**src/rtl/dc_pwm_pkg.sv**
```systemverilog
// -----------------------------------------------------------------------------
// dc_pwm_pkg
// Shared types and constants for the DC motor PWM decoder.
//   dc_state_e : measurement FSM states (idle, high phase, low phase)
//   speed_e    : 2-bit speed codes reported alongside the duty count
//   PERIOD_DEF / TIMEOUT_DEF : default nominal period and edge timeout (clocks)
//   SPD1_MAX / SPD2_MAX      : duty thresholds matching the controller's
//                              0/8/9/10-of-10 duty set
//   speed_map()              : duty count -> speed code
// -----------------------------------------------------------------------------
package dc_pwm_pkg;

    typedef enum logic [1:0] {
        ST_IDLE = 2'd0,
        ST_HIGH = 2'd1,
        ST_LOW  = 2'd2
    } dc_state_e;

    typedef enum logic [1:0] {
        SPD_STOP = 2'd0,
        SPD_LOW  = 2'd1,
        SPD_MID  = 2'd2,
        SPD_FULL = 2'd3
    } speed_e;

    localparam int unsigned PERIOD_DEF  = 32'd10;
    localparam int unsigned TIMEOUT_DEF = 32'd20;
    localparam int unsigned SPD1_MAX    = 32'd8;
    localparam int unsigned SPD2_MAX    = 32'd9;

    // Anything above SPD2_MAX (a full-period or steady-high duty) is full speed.
    function automatic speed_e speed_map(input int unsigned duty_val);
        speed_e code;
        if (duty_val == 32'd0) begin
            code = SPD_STOP;
        end else if (duty_val <= SPD1_MAX) begin
            code = SPD_LOW;
        end else if (duty_val <= SPD2_MAX) begin
            code = SPD_MID;
        end else begin
            code = SPD_FULL;
        end
        return code;
    endfunction

endpackage

```
**src/rtl/dc_pwm_decoder_sat_counter.sv**
```systemverilog
// -----------------------------------------------------------------------------
// sat_counter
// CW-wide up counter that sticks at its all-ones value instead of wrapping.
//   clk  in  : clock, rising edge
//   rst  in  : synchronous active-high reset (count -> 0)
//   clr  in  : restart the count; with en also high the count restarts at 1,
//              so the cycle that starts a phase is counted as its first cycle
//   en   in  : count this cycle
//   cnt  out : current count
// -----------------------------------------------------------------------------
module sat_counter #(
    parameter int unsigned CW = 8
) (
    input  logic          clk,
    input  logic          rst,
    input  logic          clr,
    input  logic          en,
    output logic [CW-1:0] cnt
);

    localparam logic [CW-1:0] CNT_MAX = {CW{1'b1}};
    localparam logic [CW-1:0] CNT_ONE = CW'(1);

    logic [CW-1:0] cnt_d;
    logic [CW-1:0] cnt_q;

    // Next count: restart, saturating increment, or hold.
    always_comb begin
        cnt_d = cnt_q;
        if (clr) begin
            if (en) begin
                cnt_d = CNT_ONE;
            end else begin
                cnt_d = '0;
            end
        end else if (en && (cnt_q != CNT_MAX)) begin
            cnt_d = cnt_q + CNT_ONE;
        end else begin
            cnt_d = cnt_q;
        end
    end

    // Count register.
    always_ff @(posedge clk) begin
        if (rst) begin
            cnt_q <= '0;
        end else begin
            cnt_q <= cnt_d;
        end
    end

    assign cnt = cnt_q;

endmodule

```
**src/rtl/dc_pwm_decoder.sv**
```systemverilog
// -----------------------------------------------------------------------------
// dc_pwm_decoder
// Recovers duty, period, direction and speed code from a two-wire H-bridge
// PWM drive by timing the high and low phases of whichever line is active.
//   PERIOD    : nominal PWM period; reported as duty for a steady-high line
//   TIMEOUT   : cycles without an edge before a steady level is published
//   CW        : width of counters and measurement outputs
//   clk       in  : clock, rising edge
//   rst       in  : synchronous active-high reset
//   pwm_in    in  : bit0 forward drive, bit1 reverse drive
//   duty      out : high cycles of the last measured period
//   period    out : rise-to-rise cycles; 0 for a steady-level (timeout) result
//   speed     out : speed code of the published duty
//   direction out : 1 forward, 0 reverse
//   valid     out : one-cycle pulse when the measurement outputs update
//   fault     out : both drive lines high (shoot-through)
// -----------------------------------------------------------------------------
module dc_pwm_decoder
    import dc_pwm_pkg::*;
#(
    parameter int unsigned PERIOD  = PERIOD_DEF,
    parameter int unsigned TIMEOUT = TIMEOUT_DEF,
    parameter int unsigned CW      = 8
) (
    input  logic          clk,
    input  logic          rst,
    input  logic [1:0]    pwm_in,
    output logic [CW-1:0] duty,
    output logic [CW-1:0] period,
    output logic [1:0]    speed,
    output logic          direction,
    output logic          valid,
    output logic          fault
);

    localparam logic [CW-1:0] PERIOD_C  = CW'(PERIOD);
    localparam logic [CW-1:0] TO_LAST_C = CW'(TIMEOUT - 32'd1);

    function automatic logic [CW-1:0] sat_add(input logic [CW-1:0] x,
                                              input logic [CW-1:0] y);
        logic [CW:0] sum;
        sum = {1'b0, x} + {1'b0, y};
        if (sum[CW]) begin
            return {CW{1'b1}};
        end else begin
            return sum[CW-1:0];
        end
    endfunction

    // Registered state
    logic [1:0]    pwm_q;
    logic          act_dly_q;    // active level of the previous cycle
    logic          dir_hold_q;
    dc_state_e     state_q;
    logic [CW-1:0] duty_q;
    logic [CW-1:0] period_q;
    logic [1:0]    speed_q;
    logic          direction_q;
    logic          valid_q;
    logic          fault_q;

    // Next-state values
    logic          act_dly_d;
    logic          dir_hold_d;
    dc_state_e     state_d;
    logic [CW-1:0] duty_d;
    logic [CW-1:0] period_d;
    logic [1:0]    speed_d;
    logic          direction_d;
    logic          valid_d;
    logic          fault_d;

    // Edge detection and counter controls
    logic          act;
    logic          rise;
    logic          fall;
    logic          shoot;
    logic          to_hit;
    logic          hi_clr, hi_en;
    logic          lo_clr, lo_en;
    logic          to_clr, to_en;
    logic [CW-1:0] hi_cnt;
    logic [CW-1:0] lo_cnt;
    logic [CW-1:0] to_cnt;
    logic          pub;
    logic [CW-1:0] pub_duty;
    logic [CW-1:0] pub_period;

    sat_counter #(.CW(CW)) u_hi_cnt (
        .clk (clk),
        .rst (rst),
        .clr (hi_clr),
        .en  (hi_en),
        .cnt (hi_cnt)
    );

    sat_counter #(.CW(CW)) u_lo_cnt (
        .clk (clk),
        .rst (rst),
        .clr (lo_clr),
        .en  (lo_en),
        .cnt (lo_cnt)
    );

    sat_counter #(.CW(CW)) u_to_cnt (
        .clk (clk),
        .rst (rst),
        .clr (to_clr),
        .en  (to_en),
        .cnt (to_cnt)
    );

    // Input sampling register; it keeps sampling through reset so that a line
    // already high when reset releases is not mistaken for a rise.
    always_ff @(posedge clk) begin
        pwm_q <= pwm_in;
    end

    // Level/edge decode. A 01->10 swap keeps act high, so it is not an edge.
    // An edge this cycle suppresses the timeout that would otherwise fire.
    always_comb begin
        act    = pwm_q[0] | pwm_q[1];
        rise   = act & ~act_dly_q;
        fall   = ~act & act_dly_q;
        shoot  = (pwm_q == 2'b11);
        to_hit = (to_cnt == TO_LAST_C) & ~rise & ~fall;
    end

    // Direction follows the most recent single active line.
    always_comb begin
        case (pwm_q)
            2'b01:   dir_hold_d = 1'b1;
            2'b10:   dir_hold_d = 1'b0;
            default: dir_hold_d = dir_hold_q;
        endcase
    end

    // Measurement FSM next state, counter controls and publish decision.
    // Priority: shoot-through, then timeout, then normal phase tracking.
    always_comb begin
        state_d    = state_q;
        hi_clr     = 1'b0;
        hi_en      = 1'b0;
        lo_clr     = 1'b0;
        lo_en      = 1'b0;
        to_clr     = rise | fall;
        to_en      = ~(rise | fall);
        pub        = 1'b0;
        pub_duty   = '0;
        pub_period = '0;
        if (shoot) begin
            // Abandon the partial period; nothing is published.
            state_d = ST_IDLE;
            hi_clr  = 1'b1;
            lo_clr  = 1'b1;
            to_clr  = 1'b1;
            to_en   = 1'b0;
        end else if (to_hit) begin
            pub        = 1'b1;
            pub_duty   = act ? PERIOD_C : '0;
            pub_period = '0;
            state_d    = ST_IDLE;
            hi_clr     = 1'b1;
            lo_clr     = 1'b1;
            to_clr     = 1'b1;
            to_en      = 1'b0;
        end else begin
            case (state_q)
                ST_IDLE: begin
                    if (rise) begin
                        state_d = ST_HIGH;
                        hi_clr  = 1'b1;
                        hi_en   = 1'b1;
                        lo_clr  = 1'b1;
                    end else begin
                        state_d = ST_IDLE;
                    end
                end
                ST_HIGH: begin
                    if (act) begin
                        hi_en = 1'b1;
                    end else begin
                        state_d = ST_LOW;
                        lo_clr  = 1'b1;
                        lo_en   = 1'b1;
                    end
                end
                ST_LOW: begin
                    if (rise) begin
                        pub        = 1'b1;
                        pub_duty   = hi_cnt;
                        pub_period = sat_add(hi_cnt, lo_cnt);
                        state_d    = ST_HIGH;
                        hi_clr     = 1'b1;
                        hi_en      = 1'b1;
                        lo_clr     = 1'b1;
                    end else if (!act) begin
                        lo_en = 1'b1;
                    end else begin
                        state_d = ST_LOW;
                    end
                end
                default: begin
                    state_d = ST_IDLE;
                    hi_clr  = 1'b1;
                    lo_clr  = 1'b1;
                end
            endcase
        end
    end

    // Output next values: measurements hold between publishes. Fault is
    // registered from the raw input so it is high exactly while pwm_q is 11.
    always_comb begin
        act_dly_d = act;
        valid_d   = pub;
        fault_d   = (pwm_in == 2'b11);
        if (pub) begin
            duty_d      = pub_duty;
            period_d    = pub_period;
            speed_d     = speed_map(32'(pub_duty));
            direction_d = dir_hold_q;
        end else begin
            duty_d      = duty_q;
            period_d    = period_q;
            speed_d     = speed_q;
            direction_d = direction_q;
        end
    end

    // FSM state and registered outputs.
    always_ff @(posedge clk) begin
        if (rst) begin
            state_q     <= ST_IDLE;
            act_dly_q   <= 1'b1;
            dir_hold_q  <= 1'b0;
            duty_q      <= '0;
            period_q    <= '0;
            speed_q     <= 2'b00;
            direction_q <= 1'b0;
            valid_q     <= 1'b0;
            fault_q     <= 1'b0;
        end else begin
            state_q     <= state_d;
            act_dly_q   <= act_dly_d;
            dir_hold_q  <= dir_hold_d;
            duty_q      <= duty_d;
            period_q    <= period_d;
            speed_q     <= speed_d;
            direction_q <= direction_d;
            valid_q     <= valid_d;
            fault_q     <= fault_d;
        end
    end

    assign duty      = duty_q;
    assign period    = period_q;
    assign speed     = speed_q;
    assign direction = direction_q;
    assign valid     = valid_q;
    assign fault     = fault_q;

endmodule

```
**config.mk**
```make
export PLATFORM = sky130hd
export DESIGN_NAME = dc_pwm_decoder
export DESIGN_NICKNAME = d
export VERILOG_FILES = /design/src/rtl/dc_pwm_pkg.sv /design/src/rtl/dc_pwm_decoder_sat_counter.sv /design/src/rtl/dc_pwm_decoder.sv
export SDC_FILE = /design/constraint.sdc
export NUM_CORES = 1
export LEC_CHECK = 0
export CAP_MARGIN = 20
export CORE_MARGIN = 10
export CORE_UTILIZATION = 55
export DETAILED_ROUTE_END_ITERATION = 10
export HOLD_SLACK_MARGIN = 0.1
export PLACE_DENSITY = 0.87
export SYNTH_ARGS = -nofsm -noshare
export SYNTH_HDL_FRONTEND = slang
export SYNTH_SLANG_ARGS = --single-unit
```
**constraint.sdc**
```tcl
create_clock -name clk -period 3.3 [get_ports clk]
set_clock_uncertainty 0.05 [all_clocks]
set_input_delay 0.495 -clock clk [delete_from_list [all_inputs] [get_ports clk]]
set_output_delay 0.495 -clock clk [all_outputs]
set_load 0.02 [all_outputs]
```
==> metrics <==
outcome finished, final reports clean; CP max stage delay 0.57 ns; Max Slew Vio Count 0; sequential fraction of the synthesis area 39.0%; GRT overflow 0; most instantiated library cell after synthesis dfxtp_1; leakage power 1.20 nW; Final Setup Violations 0; maximum clock path buffer count 2; min Tclk post-route 3.06 ns; initial antenna violation count 0; WS Path Type reg2reg; Post-Synthesis Net Count approximately 320; ANT cells 0; Max VDD drop about 280 uV; Pre-Repair DR Iteration Count 4; number of port buffers 24; Mapped Avg Cell Area 9.10 um2; Synth Register Bits 51; Final Hold Viols 0; RSZ-0062 raised after global routing false; synth top area cells dfxtp_1 39%, ha_1 11%, nor2_1 5.7%, xnor2_1 5.3%, o2bb2ai_1 2.7%; Sink Count 51; hold path startpoint duty[1]$_SDFFE_PP0P_; fraction of registers with async set/reset 0%; warnings from Yosys 0; crit path DAT 3.19 ns; vias 2203; crit path cell chain inv_1 -> ha_1 -> inv_1 -> ha_1 -> or4b_4 -> or3_1 -> a21o_1 -> nor2b_1 -> o2bb2ai_1; reg2reg path depth 9; Layout Cells excl Fill about 370; worst rel slew slack 59.3%; CTS Hold Bufs 0; global-route usage over all layers 15.9%; CTS Buf Count 5; Worst R2R Start pwm_q[0]$_DFF_P_; Iter 0 DRT Violations around 110; io pins 25; Synth Instances 288; hpwl dp 4.35 mm; crit-path max FO 13; Worst-path clk slew 0.09 ns; Clk Tree Root Cell clkbuf_8; layout cell share with drive strength beyond 1 slightly above 4%; setup TNS 0 ns; CP max stage cell or4b_4; Worst-Skew Late Latency just over 0.3 ns; Worst Hold Depth 2; Cell variety after synth 48; Post-route DRC 0; Routed wire per std cell 15.7 um; R2R setup slack 0.24 ns; area of the die approximately 0.008 mm2; core area between 0.004 and 0.005 mm2; max cap viols 0; CP Launch Type register; post-synthesis cell area 0.00262 mm2; routed vias/inst between 6 and 7; fin crit share just over 90%; Syn-to-layout area delta 14.5%; Post CTS Setup Buffer Count 0; Yosys top cell by area dfxtp_1; worst-margin pin slew 0.609 ns; Commonest cells post-synth 51 x dfxtp_1, 40 x nor2_1, 22 x ha_1; Worst setup EP type register; largest net degree at the start of global routing 15; Post-DRT Antenna Nets 0; CTS tree built; first-pass GRT wire length approximately 10 mm; HP Class reg2reg; Post-synth EDFFs 0; Max Clk Rate 0.327 GHz; Synth Flop Type dfxtp_1; dpl cells 359; Post-Route WL 5.76 mm; worst r2r dst period[7]$_SDFFE_PP0P_; filler cell count 388; Initial Utilization 56.2%; Vert. Die Dim between 80 and 90 um; number of global-route vias before repair 2120; Die Span X around 89 um; Tot Pwr 1.08 mW; hold path endpoint duty[1]$_SDFFE_PP0P_; # nets final around 340; CP required 3.43 ns; cell row count 25; GP Congestion 0.928; Yosys top cell area share 39.0%; CTS resizes 0; Pwr per Cell Area 359 mW/mm2; H-tree Lvls 2
==> registers in the layout, summed over array words and instances (netlist names) <==
name and count:
valid 1, period 8, state_q 2, pwm_q 2, dir_hold_q 1, u_lo_cnt.cnt 8
direction 1, act_dly_q 1, u_hi_cnt.cnt 8, fault 1, speed 2, u_to_cnt.cnt 8
duty 8
==> layout make-up <==
class / instances / area (um2) / area share, %
inverters: 9 / 33.8 / 1.13
repair buffers: 26 / 255 / 8.51
clock buffers: 8 / 100 / 3.34
multi-input cells: 219 / 1520 / 50.7
well taps: 54 / 67.6 / 2.25
flip-flops and latches: 51 / 1020 / 34.0
==> placed cells by master (no fill, tap or decap), types with 6 or more instances in the layout <==
cell type        Yosys  layout
o2bb2ai_1            8       8
xor2_1               6       6
clkbuf_8             0       7
a31oi_1              6       6
nand3_1             13      13
nor3_1               9       9
inv_1                9       9
xnor2_1             16      16
a21o_1               7       7
nor2_1              40      40
a21oi_1             11      11
a22oi_1              6       6
dfxtp_1             51      51
ha_1                22      22
clkdlybuf4s50_1      0      24
and3_1               9       9
nand2_1             15      15
==> per-stage QoR <==
step / setup slack [ns] / cell area [um2] / util [%] / hold WS [ns]
after CTS: 0.230 / 3000 / 64.3 / 0.421
after global placement: 0.446 / 2900 / 62.2 / 0.396
after global routing: 0.0169 / 3000 / 64.3 / 0.435
final: 0.242 / 3000 / 64.3 / 0.417
after floorplan: 0.716 / 2620 / - / 0.411
after detailed placement: 0.281 / 2900 / 62.2 / 0.400
==> metal layers <==
layer / share of wire (%) / GRT usage (%) / vias up
met1: 44 / 19.5 / 1040
met5: 0 / 0 / -
met2: 45 / 24.4 / 63
met4: 2.6 / 7.37 / 0
li1: - / - / 1086
met3: 7.7 / 5.38 / 14
==> where the power goes <==
part	internal (mW)	switching [mW]	total, mW
sequential	0.622	0.00790	0.630
combinational	0.0232	0.0396	0.0628
clock	0.191	0.193	0.385
total	0.837	0.241	1.08
==> worst max-delay path by stage <==
stage	startpoint	endpoint	slack [ns]	depth (start not counted)
floorplan	pwm_q[0]$_DFF_P_	period[7]$_SDFFE_PP0P_	0.72	10
global placement	pwm_q[0]$_DFF_P_	period[7]$_SDFFE_PP0P_	0.45	9
detailed placement	pwm_q[0]$_DFF_P_	period[7]$_SDFFE_PP0P_	0.28	9
CTS	pwm_q[0]$_DFF_P_	period[7]$_SDFFE_PP0P_	0.23	9
global route	pwm_q[0]$_DFF_P_	period[7]$_SDFFE_PP0P_	0.02	9
finish	pwm_q[0]$_DFF_P_	period[7]$_SDFFE_PP0P_	0.24	9
==> worst max-delay path: cells and delay by family, from the launching register on <==
kind            cells  cell delay (ns)
compound gates      2             0.53
fa+ha+maj           2             0.55
buf+inv             2             0.20
flops               1             0.32
simple gates        3             1.28
==> kinds of logic after synthesis <==
logic type	after synthesis	synth area share [%]
AOI/OAI and AO/OA	62	17.7
muxes	3	1.15
buffers and inverters	18	2.96
xor gates and xnor gates	22	7.35
and+or+nand+nor	109	20.6
adders and majority gates	23	11.3
DFF	51	39.0
Power figures use the tool's default switching activity.
